--- src/rtl/button_debouncer.sv ---
// Multi-channel push-button debouncer: polarity fix, 2-flop synchroniser,
// tick-sampled stability counter per channel, and registered rise/fall pulses.
module button_debouncer #(
  parameter int P_WIDTH      = 4,
  parameter int P_STABLE     = 4,
  parameter int P_ACTIVE_LOW = 0
) (
  input  logic               clk,
  input  logic               rst,
  input  logic               iTick,
  input  logic [P_WIDTH-1:0] iBtn,
  output logic [P_WIDTH-1:0] oLevel,
  output logic [P_WIDTH-1:0] oRise,
  output logic [P_WIDTH-1:0] oFall
);

  localparam int CW = $clog2(P_STABLE + 1);
  // Count value at which one more differing sample commits the new level.
  localparam logic [CW-1:0] LAST_CNT = CW'(P_STABLE - 1);

  logic [P_WIDTH-1:0] btn_pol_s;
  logic [P_WIDTH-1:0] sync1_q, sync1_d;
  logic [P_WIDTH-1:0] sync2_q, sync2_d;
  logic [CW-1:0]      cnt_q [P_WIDTH];
  logic [CW-1:0]      cnt_d [P_WIDTH];
  logic [P_WIDTH-1:0] level_q, level_d;
  logic [P_WIDTH-1:0] rise_q, rise_d;
  logic [P_WIDTH-1:0] fall_q, fall_d;

  assign btn_pol_s = (P_ACTIVE_LOW != 0) ? ~iBtn : iBtn;

  // Next-state logic: synchroniser shift, per-channel stability count and commit.
  always_comb begin
    sync1_d = btn_pol_s;
    sync2_d = sync1_q;
    level_d = level_q;
    for (int b = 0; b < P_WIDTH; b++) begin
      cnt_d[b] = cnt_q[b];
      if (iTick) begin
        if (sync2_q[b] == level_q[b]) begin
          cnt_d[b] = '0;
        end else if (cnt_q[b] == LAST_CNT) begin
          level_d[b] = sync2_q[b];
          cnt_d[b]   = '0;
        end else begin
          cnt_d[b] = cnt_q[b] + CW'(1);
        end
      end else begin
        cnt_d[b] = cnt_q[b];
      end
    end
    rise_d = level_d & ~level_q;
    fall_d = ~level_d & level_q;
  end

  // State registers with asynchronous active-low clear.
  always_ff @(posedge clk or negedge rst) begin
    if (!rst) begin
      sync1_q <= '0;
      sync2_q <= '0;
      level_q <= '0;
      rise_q  <= '0;
      fall_q  <= '0;
      for (int b = 0; b < P_WIDTH; b++) begin
        cnt_q[b] <= '0;
      end
    end else begin
      sync1_q <= sync1_d;
      sync2_q <= sync2_d;
      level_q <= level_d;
      rise_q  <= rise_d;
      fall_q  <= fall_d;
      for (int b = 0; b < P_WIDTH; b++) begin
        cnt_q[b] <= cnt_d[b];
      end
    end
  end

  assign oLevel = level_q;
  assign oRise  = rise_q;
  assign oFall  = fall_q;

endmodule
--- config.mk ---
export PLATFORM = sky130hd
export DESIGN_NAME = button_debouncer
export DESIGN_NICKNAME = d
export VERILOG_FILES = /design/src/rtl/button_debouncer.sv
export SDC_FILE = /design/constraint.sdc
export NUM_CORES = 1
export LEC_CHECK = 0
export ABC_AREA = 1
export CELL_PAD_IN_SITES_DETAIL_PLACEMENT = 0
export CELL_PAD_IN_SITES_GLOBAL_PLACEMENT = 2
export CORE_AREA = 2 2 61 63
export CTS_BUF_LIST = sky130_fd_sc_hd__clkbuf_8
export DETAILED_ROUTE_END_ITERATION = 6
export DIE_AREA = 0 0 63 65
export DONT_BUFFER_PORTS = 1
export PLACE_DENSITY_LB_ADDON = 0.08
export REMOVE_ABC_BUFFERS = 1
export SYNTH_ARGS = -nofsm -noshare
export SYNTH_HDL_FRONTEND = slang
export SYNTH_SLANG_ARGS = --single-unit
--- constraint.sdc ---
create_clock -name clk -period 1.3 [get_ports clk]
set_input_delay 0.26 -clock clk [delete_from_list [all_inputs] [get_ports clk]]
set_output_delay 0.26 -clock clk [all_outputs]
set_load 0.005 [all_outputs]
# == Word-level counts from Yosys, hierarchy flattened ==
# Cells that the tools add are included.
# word_totals
regBits,32
input_bits,7
out_inout_bits,12
wordCells,45
# op_classes
add_sub_neg,4
n_eq_ne,8
n_mux,20
n_bitwise,4
# op_table
operator,count
two-way mux 3 bit,8
adder 3 x 1 -> 3 bit (second input constant),4
== test 3 x 2 -> 1 bit (second input constant),4
two-way mux 1 bit,12
bitwise AND 4 bit,2
NOT 4 bit,2
== test 1 bit,4

# == Depth between registers and ports, before layout ==
# Gate-level depths: netlist of the first run.
# logic_depth
ltp_word,6
ltp_mapped,5
depth_no_buf,5

# == Worst setup path before layout of the first run ==
# OpenSTA, ideal clock, no wires.
# synth_timing
kind,reg-to-reg
start,register cnt_q[6] in the netlist's numbering
end,register cnt_q[7] in the netlist's numbering
setup_ns,0.116
arrival_ns,0.848
required_time_ns,1.184
slack_ns,0.335
stages_incl_launch_ff,6
path_buffers,0
synth_period_minus_slack_ns,0.965
path_cell_list,dfrtp_1 ha_1 nand2_2 a21oi_2 nand2_1 nand2_1
# synth_via
elab_chain_len,3
elab_cells_between_ends,4
classes_between,1 x add/sub; 1 x eq/ne; 2 x mux
# synth_lines
item,line_no,source
start: declaration,24,logic [CW-1:0] cnt_q [P_WIDTH];
start signal: indexed assignment,74,cnt_q[b] <= cnt_d[b];
adder 3 x 1 -> 3 bit / == test 3 x 2 -> 1 bit (equally long branches),"46, 42",
two-way mux 3 bit *,42,end else if (cnt_q[b] == LAST_CNT) begin
two-way mux 3 bit *,40,if (sync2_q[b] == level_q[b]) begin
# Every way passes the cells marked *; elsewhere a longest branch is shown, timed or not.
# A chain may end at the register's enable or synchronous reset.

# == Final worst setup path of the first run ==
# layout_timing
start,register cnt_q[0] in the netlist's numbering
end,"register level_q[3], in the netlist oLevel[3]"
# layout_via
elab_chain_len,4
# layout_lines
item,line_no,source
== test 3 x 2 -> 1 bit,42,
two-way mux 1 bit,42,
two-way mux 1 bit,40,
two-way mux 1 bit,39,if (iTick) begin
net level_d[3],26,"logic [P_WIDTH-1:0] level_q, level_d;"
end signal: assignment,70,level_q <= level_d;
end: declaration,26,
# The timed path passes the listed nets, and every way through them passes these cells.

==> flow_summary.json, run 1 <==
{
  "cts_made_buffers": 5,
  "firstDrtPassIters": 4,
  "initial_core_util_pct": 37.4,
  "clock_sinks": 32,
  "wl_per_cell_um": 10.5,
  "hp-class": "input port to flip-flop",
  "hpwl_mm": 1.37,
  "post-route-period-util_pct": 80.9,
  "path_max_fanout": 4,
  "setup_viol": 0,
  "drv_slew": 0,
  "drt_iter0_drc": 42,
  "io_pins": 19,
  "grt_pass1_wl_mm": 3.77,
  "gp_congestion": 0.712,
  "ys_types": 13,
  "cp.arrival_ns": 1.21,
  "wl_mm": 2.10,
  "netlist_area_mm2": 0.00131,
  "syn_area_per_cell_um2": 9.42,
  "grt_max_degree": 33,
  "post_cts_resized": 0,
  "grt_setup_unrepaired": "false",
  "port_buffers": 0,
  "die_h_um": 65,
  "n_antenna_cell": 0,
  "gr-total-overflow": 0,
  "yosysSeqAreaShare_pct": 61.2,
  "synthCells": 139,
  "fmax_ghz": 0.950,
  "drv_cap": 0,
  "cts_root_buf": "clkbuf_8",
  "rows": 22,
  "endpoint_kind": "flip-flop",
  "antenna_found_initial": 0,
  "clock_path_buffers": 2,
  "finalSetupTns_ns": 0,
  "via_per_inst": 4.36,
  "drive_gt1_share_pct": 11.9,
  "die_area_mm2": 0.00410,
  "outcome": "complete, no violations",
  "track_usage_pct": 12.5,
  "slew_headroom_pct": 69.6,
  "htree_levels": 2,
  "irDropWorstVdd_uv": 638,
  "first_global_vias": 861,
  "powerDensity_mw_per_mm2": 1870,
  "period_needed_ns": 1.05,
  "nNetsFinal": 161,
  "hold_ws_ns": 0.119,
  "tritoncts": "built",
  "vias": 867,
  "dp.cells": 185,
  "critPathKind": "flip-flop to flip-flop",
  "die_w_um": 63,
  "final-instance-count-excl-fill": 199,
  "hold_violations": 0,
  "antenna_left": 0,
  "p_leak_nw": 0.788,
  "yosysWarnings": 0,
  "startpoint_type": "flip-flop",
  "worst_pin_slew_ns": 0.455,
  "worstPathRequired_ns": 1.46,
  "skew_ns": 0.00666,
  "core_mm2": 0.00350,
  "path_clk_slew_ns": 0.07,
  "final_core_util_pct": 43.7,
  "ys_seq_elements": 32,
  "clk_latency_ns": 0.28,
  "drcViolationCount": 0,
  "syn_to_final_growth_pct": 16.7
}
[Yosys cell counts]
library cell / number / area (um2)
a21oi_2: 4 / 35.0
buf_4: 1 / 7.51
buf_6: 1 / 11.3
dfrtp_1: 32 / 801
ha_1: 4 / 50.1
inv_1: 13 / 48.8
nand2_1: 48 / 180
nand2_2: 4 / 25.0
nand3_1: 10 / 50.1
nand3_2: 2 / 20.0
nor2_1: 16 / 60.1
o21ai_0: 2 / 10.0
o21ai_1: 2 / 10.0
[path summary, 6_finish.rpt]
| check | to | startpoint | cells past startpoint | slack, ns |
|---|---|---|---|---|
| worst max-delay path | oLevel[3] | cnt_q[0] | 4 | 0.25 |
| worst min-delay path | cnt_q[2] | iTick | 2 | 0.12 |
| worst max register to register | oLevel[3] | cnt_q[0] | 4 | 0.25 |
| worst min register to register | sync2_q[0] | sync1_q[0] | 0 | 0.34 |
| max in group asynchronous | sync1_q[2] | rst | 2 | 0.70 |
| min in group asynchronous | cnt_q[4] | rst | 2 | 0.42 |
[cells by family (layout without fill, tap and decap cells)]
| kind of cell | after synthesis | in the layout | synth area share, % |
|---|---|---|---|
| compound gates | 8 | 8 | 4.21 |
| simple gates | 80 | 80 | 25.6 |
| flops | 32 | 32 | 61.2 |
| buf+inv | 15 | 27 | 5.16 |
| fa+ha+maj | 4 | 4 | 3.82 |
[state kept, by name, indices dropped and copies added (netlist names)]
register  cells
cnt_q        12
oFall         4
oLevel        4
oRise         4
sync1_q       4
sync2_q       4
[worst max-delay path, cell delays in order (launching register included)]
cell     delay, ns
dfrtp_1       0.38
ha_1          0.25
nand3_1       0.16
nand2_1       0.08
o21ai_0       0.08
[cell usage in the layout, fill, tap and decap left out]
cell / n
nand2_1: 48
dfrtp_1: 32
nor2_1: 16
inv_1: 14
nand3_1: 10
clkbuf_8: 5
dlygate4sd3_1: 5
nand2_2: 4
a21oi_2: 4
ha_1: 4
nand3_2: 2
o21ai_1: 2
o21ai_0: 2
clkinv_2: 1
bufinv_16: 1
buf_12: 1
[timing repair]
item | CTS | global route
endpoints found under the setup margin | 0 | 0
hold buffers | 6 | 0
setup buffers | 0 | 0
hold endpoints to repair | 36 | 0
[cell type report]
class                   instances  area (um2)
fillers                       343        1970
flip-flops and latches         32         801
multi-input cells              92         440
repair buffers                  6        70.1
clock buffers                   5        68.8
well taps                      48        60.1
inverters                      13        48.8
clock inverters                 3        38.8
[where the power goes]
group,internal (mW),switching (mW)
clock,0.560,0.357
combinational,0.254,0.338
sequential,1.19,0.161
total,2.00,0.856
[per-stage QoR]
stage	setup slack [ns]	total power, mW	cell area, um2
2_1_floorplan	0.335	1.82	1290
3_3_place_gp	0.299	1.92	1350
3_5_place_dp	0.256	1.94	1350
4_1_cts	0.236	2.92	1530
5_1_grt	0.116	3.08	1530
6_report	0.248	2.86	1530
[layer usage]
| metal | vias to the layer above | share of wire (%) | GRT usage, % |
|---|---|---|---|
| li1 | 448 | - | - |
| met1 | 395 | 45 | 13.2 |
| met2 | 18 | 47 | 20.6 |
| met3 | 6 | 4.8 | 5.56 |
| met4 | 0 | 2.5 | 7.50 |
| met5 | - | 0 | 0 |
No activity file was read; power rests on OpenSTA's default activity.
==> run 2, diff against run 1 <==
clock period = 1 ns   (was 1.3 ns; I/O delays follow)
==> run 2 against run 1 <==
  * Setup slack worse by 0.23 ns
  * Critical path depth up 1
  * Combinational power up 79%
  * Die area unchanged
  * Clock-buffer cell count unchanged
  * Largest cell class unchanged
  * Utilization up 2.9 points
  * Maximum frequency up 6.9%
  * Cell count up 3.0%
  * Wire length up 2.8%
  * Sequential cell count unchanged
==> flow_summary.json, run 2 (synthesized netlist as in run 1, its figures left out) <==
{
  "min_to": "oRise[0]",
  "nFillCells": 333,
  "largest_reg_flops": 12,
  "post-route-period-util_pct": 98.5,
  "worstPathRequired_ns": 1.21,
  "worst_pin_slew_ns": 0.186,
  "cts_root_buf": "clkbuf_8",
  "io_pins": 19,
  "r2r_slack_ns": 0.02,
  "hold_violations": 0,
  "syn_to_final_growth_pct": 24.4,
  "track_usage_pct": 12.0,
  "worst_r2r_path_depth": 5,
  "initial_core_util_pct": 37.4,
  "fmax_ghz": 1.02,
  "grt_pass1_wl_mm": 3.78,
  "startpoint_type": "flip-flop",
  "rows": 22,
  "worstHoldStart": "iTick",
  "tritoncts": "built",
  "die_w_um": 63,
  "skew_ns": 0.00614,
  "vias": 898,
  "path_clk_slew_ns": 0.06,
  "drcViolationCount": 0,
  "gr-total-overflow": 0,
  "drv_cap": 0,
  "clock_sinks": 32,
  "wl_per_cell_um": 10.5,
  "wl_mm": 2.16,
  "outcome": "complete, no violations",
  "htree_levels": 2,
  "rr_endpoint": "cnt_q[10]",
  "critPathKind": "flip-flop to flip-flop",
  "powerDensity_mw_per_mm2": 2310,
  "antenna_left": 0,
  "cts_made_buffers": 5,
  "first_global_vias": 854,
  "setup_viol": 0,
  "port_buffers": 0,
  "drt_iter0_drc": 68,
  "antenna_found_initial": 0,
  "gp_congestion": 0.698,
  "period_needed_ns": 0.985,
  "hpwl_mm": 1.39,
  "drv_slew": 0,
  "clock_path_buffers": 2,
  "endpoint_kind": "flip-flop",
  "via_per_inst": 4.38,
  "final_common_cell": "nand2_1",
  "die_h_um": 65,
  "grt_max_degree": 33,
  "slew_headroom_pct": 87.6,
  "clk_latency_ns": 0.27,
  "layout_common_cells": "47 x nand2_1, 32 x dfrtp_1, 16 x nor2_1, 14 x inv_1, 8 x nand3_1",
  "irDropWorstVdd_uv": 1050,
  "grt_setup_unrepaired": "true",
  "r2r_start": "cnt_q[10]",
  "worstHoldPathCells": 2,
  "regMostFlops": "cnt_q",
  "drive_gt1_share_pct": 19.7,
  "core_mm2": 0.00350,
  "hp-class": "input port to flip-flop",
  "p_leak_nw": 0.805,
  "path_max_fanout": 2,
  "cp.arrival_ns": 1.20,
  "die_area_mm2": 0.00410,
  "firstDrtPassIters": 2,
  "finalSetupTns_ns": 0,
  "n_antenna_cell": 0,
  "finalPower_mw": 3.77,
  "nNetsFinal": 168
}
run 2: power breakdown:
group	internal, mW	switching (mW)
Sequential	1.55	0.269
Clock	0.462	0.425
Combinational	0.557	0.504
run 2: timing repair:
action                                  CTS  global route
buffers inserted                          0             1
gates resized for setup                   3            10
endpoints found under the setup margin    3            16
hold buffers                              6             0
endpoints found under the hold margin    36             0
pin swaps                                 1             2
run 2: routing by layer:
metal | global-route usage [%] | wire, um | vias to the layer above
met2 | 19.4 | 1030 | 16
li1 | - | - | 464
met3 | 4.34 | 96 | 5
met5 | 0 | 0 | -
met1 | 14.4 | 1000 | 413
met4 | 5.00 | 27 | 0
run 2: worst max-delay path by stage:
stage | start | to | slack [ns] | depth (start not counted)
after floorplan | cnt_q[6] | cnt_q[7] | 0.04 | 5
after global placement | cnt_q[0] | cnt_q[1] | 0.02 | 5
after global routing | cnt_q[10] | cnt_q[10] | -0.04 | 5
after detailed placement | cnt_q[0] | oLevel[3] | -0.02 | 4
final | cnt_q[10] | cnt_q[10] | 0.02 | 5
after CTS | cnt_q[9] | oLevel[0] | -0.002 | 4
run 2: cell type report:
cell class	count	area [um2]	share of cell area [%]
clock buffer	5	68.8	4.23
sequential	32	801	49.2
tap	48	60.1	3.69
timing repair buffer	13	123	7.53
inverter	13	48.8	3.00
clock inverter	2	8.76	0.538
multi-input combinational	92	518	31.8
run 2: per-stage QoR:
step	area [um2]	util, %	instances	setup slack (ns)	hold slack (ns)
after floorplan	1290	-	137	0.0351	-0.0956
after global placement	1400	39.9	191	0.0191	-0.0949
after detailed placement	1400	39.9	191	-0.0167	-0.0949
after CTS	1560	44.6	204	-0.00214	0.0626
after global routing	1630	46.6	205	-0.0439	0.0630
final	1630	46.6	205	0.0152	0.0696
run 2: critical path, cell delays in order, from the launching register on:
cell     delay [ns]
dfrtp_1        0.42
ha_4           0.27
nand2_2        0.05
a21oi_2        0.08
nand2_1        0.05
nand2_1        0.05
==> run 3, diff against run 2 <==
ABC_CLOCK_PERIOD_IN_PS = 1000   (was default)
CAP_MARGIN = 10   (was default)
PLACE_DENSITY_LB_ADDON = 0.1   (was 0.08)
==> run 3 against run 2 <==
  * The run now ends with negative setup slack left
  * Sequential cell count did not move
  * Cell count increased by 2.4%
  * Clock power is 35% higher
  * Via count increased by 1.7%
  * Non-clock buffer count up 4
  * Sequential power is essentially flat
  * Highest routed layer unchanged
==> flow_summary.json, run 3 (synthesized netlist as in run 1, its figures left out) <==
{
  "port_buffers": 0,
  "skew_ns": 0.00457,
  "drcViolationCount": 0,
  "startpoint": "cnt_q[10]",
  "drv_slew": 0,
  "wl_per_cell_um": 10.4,
  "htree_levels": 2,
  "fmax_ghz": 0.983,
  "worstPathRequired_ns": 1.21,
  "cp.arrival_ns": 1.23,
  "vias": 913,
  "endpoint_kind": "flip-flop",
  "outcome": "complete, but fails checks",
  "hp-class": "input port to flip-flop",
  "firstDrtPassIters": 2,
  "gp_congestion": 0.731,
  "hpwl_mm": 1.43,
  "antenna_left": 0,
  "die_area_mm2": 0.00410,
  "first_global_vias": 931,
  "drv_cap": 0,
  "antenna_found_initial": 0,
  "tritoncts": "built",
  "irDropWorstVdd_uv": 1230,
  "syn_to_final_growth_pct": 27.9,
  "cts_made_buffers": 5,
  "drive_gt1_share_pct": 22.2,
  "worstHoldStart": "iTick",
  "r2r_start": "cnt_q[10]",
  "largest_reg_flops": 12,
  "initial_core_util_pct": 37.4,
  "gr-total-overflow": 0,
  "slew_headroom_pct": 88.6,
  "clock_sinks": 32,
  "period_needed_ns": 1.02,
  "n_antenna_cell": 0,
  "final-instance-count-excl-fill": 210,
  "path_max_fanout": 2,
  "p_leak_nw": 0.833,
  "setup_slack_ns": -0.0174,
  "rows": 22,
  "layout_common_cells": "48 x nand2_1, 32 x dfrtp_1, 16 x nor2_1, 13 x inv_1, 11 x buf_4",
  "via_per_inst": 4.35,
  "startpoint_type": "flip-flop",
  "regMostFlops": "cnt_q",
  "critPathKind": "flip-flop to flip-flop",
  "grt_setup_unrepaired": "true",
  "path_clk_slew_ns": 0.06,
  "io_pins": 19,
  "clk_latency_ns": 0.28,
  "dp.cells": 191,
  "failed_checks": "negative setup slack",
  "setup_viol": 1,
  "clock_path_buffers": 2,
  "track_usage_pct": 12.7,
  "nFillCells": 351,
  "hold_violations": 0,
  "worst_pin_slew_ns": 0.171,
  "wl_mm": 2.18,
  "die_h_um": 65,
  "nNetsFinal": 172,
  "post-route-period-util_pct": 102,
  "grt_max_degree": 33,
  "grt_pass1_wl_mm": 3.92,
  "drt_iter0_drc": 31,
  "powerDensity_mw_per_mm2": 2490,
  "core_mm2": 0.00350,
  "die_w_um": 63,
  "final_common_cell": "nand2_1",
  "finalSetupTns_ns": -0.0174,
  "cts_root_buf": "clkbuf_8"
}
## run 3: path summary, 6_finish.rpt
check	to	slack [ns]	depth (start not counted)
setup reg to reg	cnt_q[10]	-0.02	5
setup / recovery	cnt_q[10]	-0.02	5
min in group asynchronous	sync1_q[2]	0.37	2
max in group asynchronous	cnt_q[8]	0.47	2
hold / removal	cnt_q[5]	0.07	2
hold reg to reg	sync2_q[2]	0.36	0
## run 3: what timing repair did
action / 4_1_cts / 5_1_grt
hold buffers: 6 / 0
endpoints found under the hold margin: 36 / 0
buffers inserted: 1 / 4
endpoints found under the setup margin: 4 / 17
pin swaps: 3 / 3
resized for setup: 0 / 11
## run 3: area by class of cell
cell class / count / area, um2 / area share [%]
clock buffers: 5 / 68.8 / 4.11
clock inverters: 3 / 42.5 / 2.54
flip-flops and latches: 32 / 801 / 47.8
repair buffers: 17 / 153 / 9.12
well taps: 48 / 60.1 / 3.59
inverters: 13 / 48.8 / 2.91
multi-input cells: 92 / 500 / 29.9
## run 3: critical path, cell delays in order (launching register included)
cell	delay (ns)
dfrtp_1	0.42
ha_4	0.29
nand2_2	0.05
a21oi_2	0.09
nand2_1	0.05
nand2_1	0.06
## run 3: where the power goes
group | total (mW) | switching [mW] | leakage (nW) | internal [mW]
clock network | 1.20 | 0.467 | 0.0541 | 0.736
registers | 1.81 | 0.265 | 0.417 | 1.55
logic | 1.16 | 0.521 | 0.362 | 0.636
total | 4.17 | 1.25 | 0.833 | 2.92
## run 3: layer usage
layer  vias up  global-route usage [%]  wire [um]
met1       419                    13.7        960
met4         0                    7.50         29
met2        16                    21.5       1100
met5         -                       0          0
met3         3                    4.51         87
li1        475                       -          -
## run 3: per-stage QoR
stage / hold slack [ns] / worst slack, ns / instance area [um2] / power [mW] / utilization [%]
floorplan: -0.0956 / 0.0351 / 1290 / 2.37 / -
global placement: -0.0949 / 0.00306 / 1400 / 2.59 / 39.9
detailed placement: -0.0949 / -0.0145 / 1400 / 2.63 / 39.9
CTS: 0.0569 / -0.0239 / 1580 / 3.95 / 45.3
global route: 0.0626 / -0.0575 / 1670 / 4.51 / 47.9
finish: 0.0701 / -0.0174 / 1670 / 4.17 / 47.9
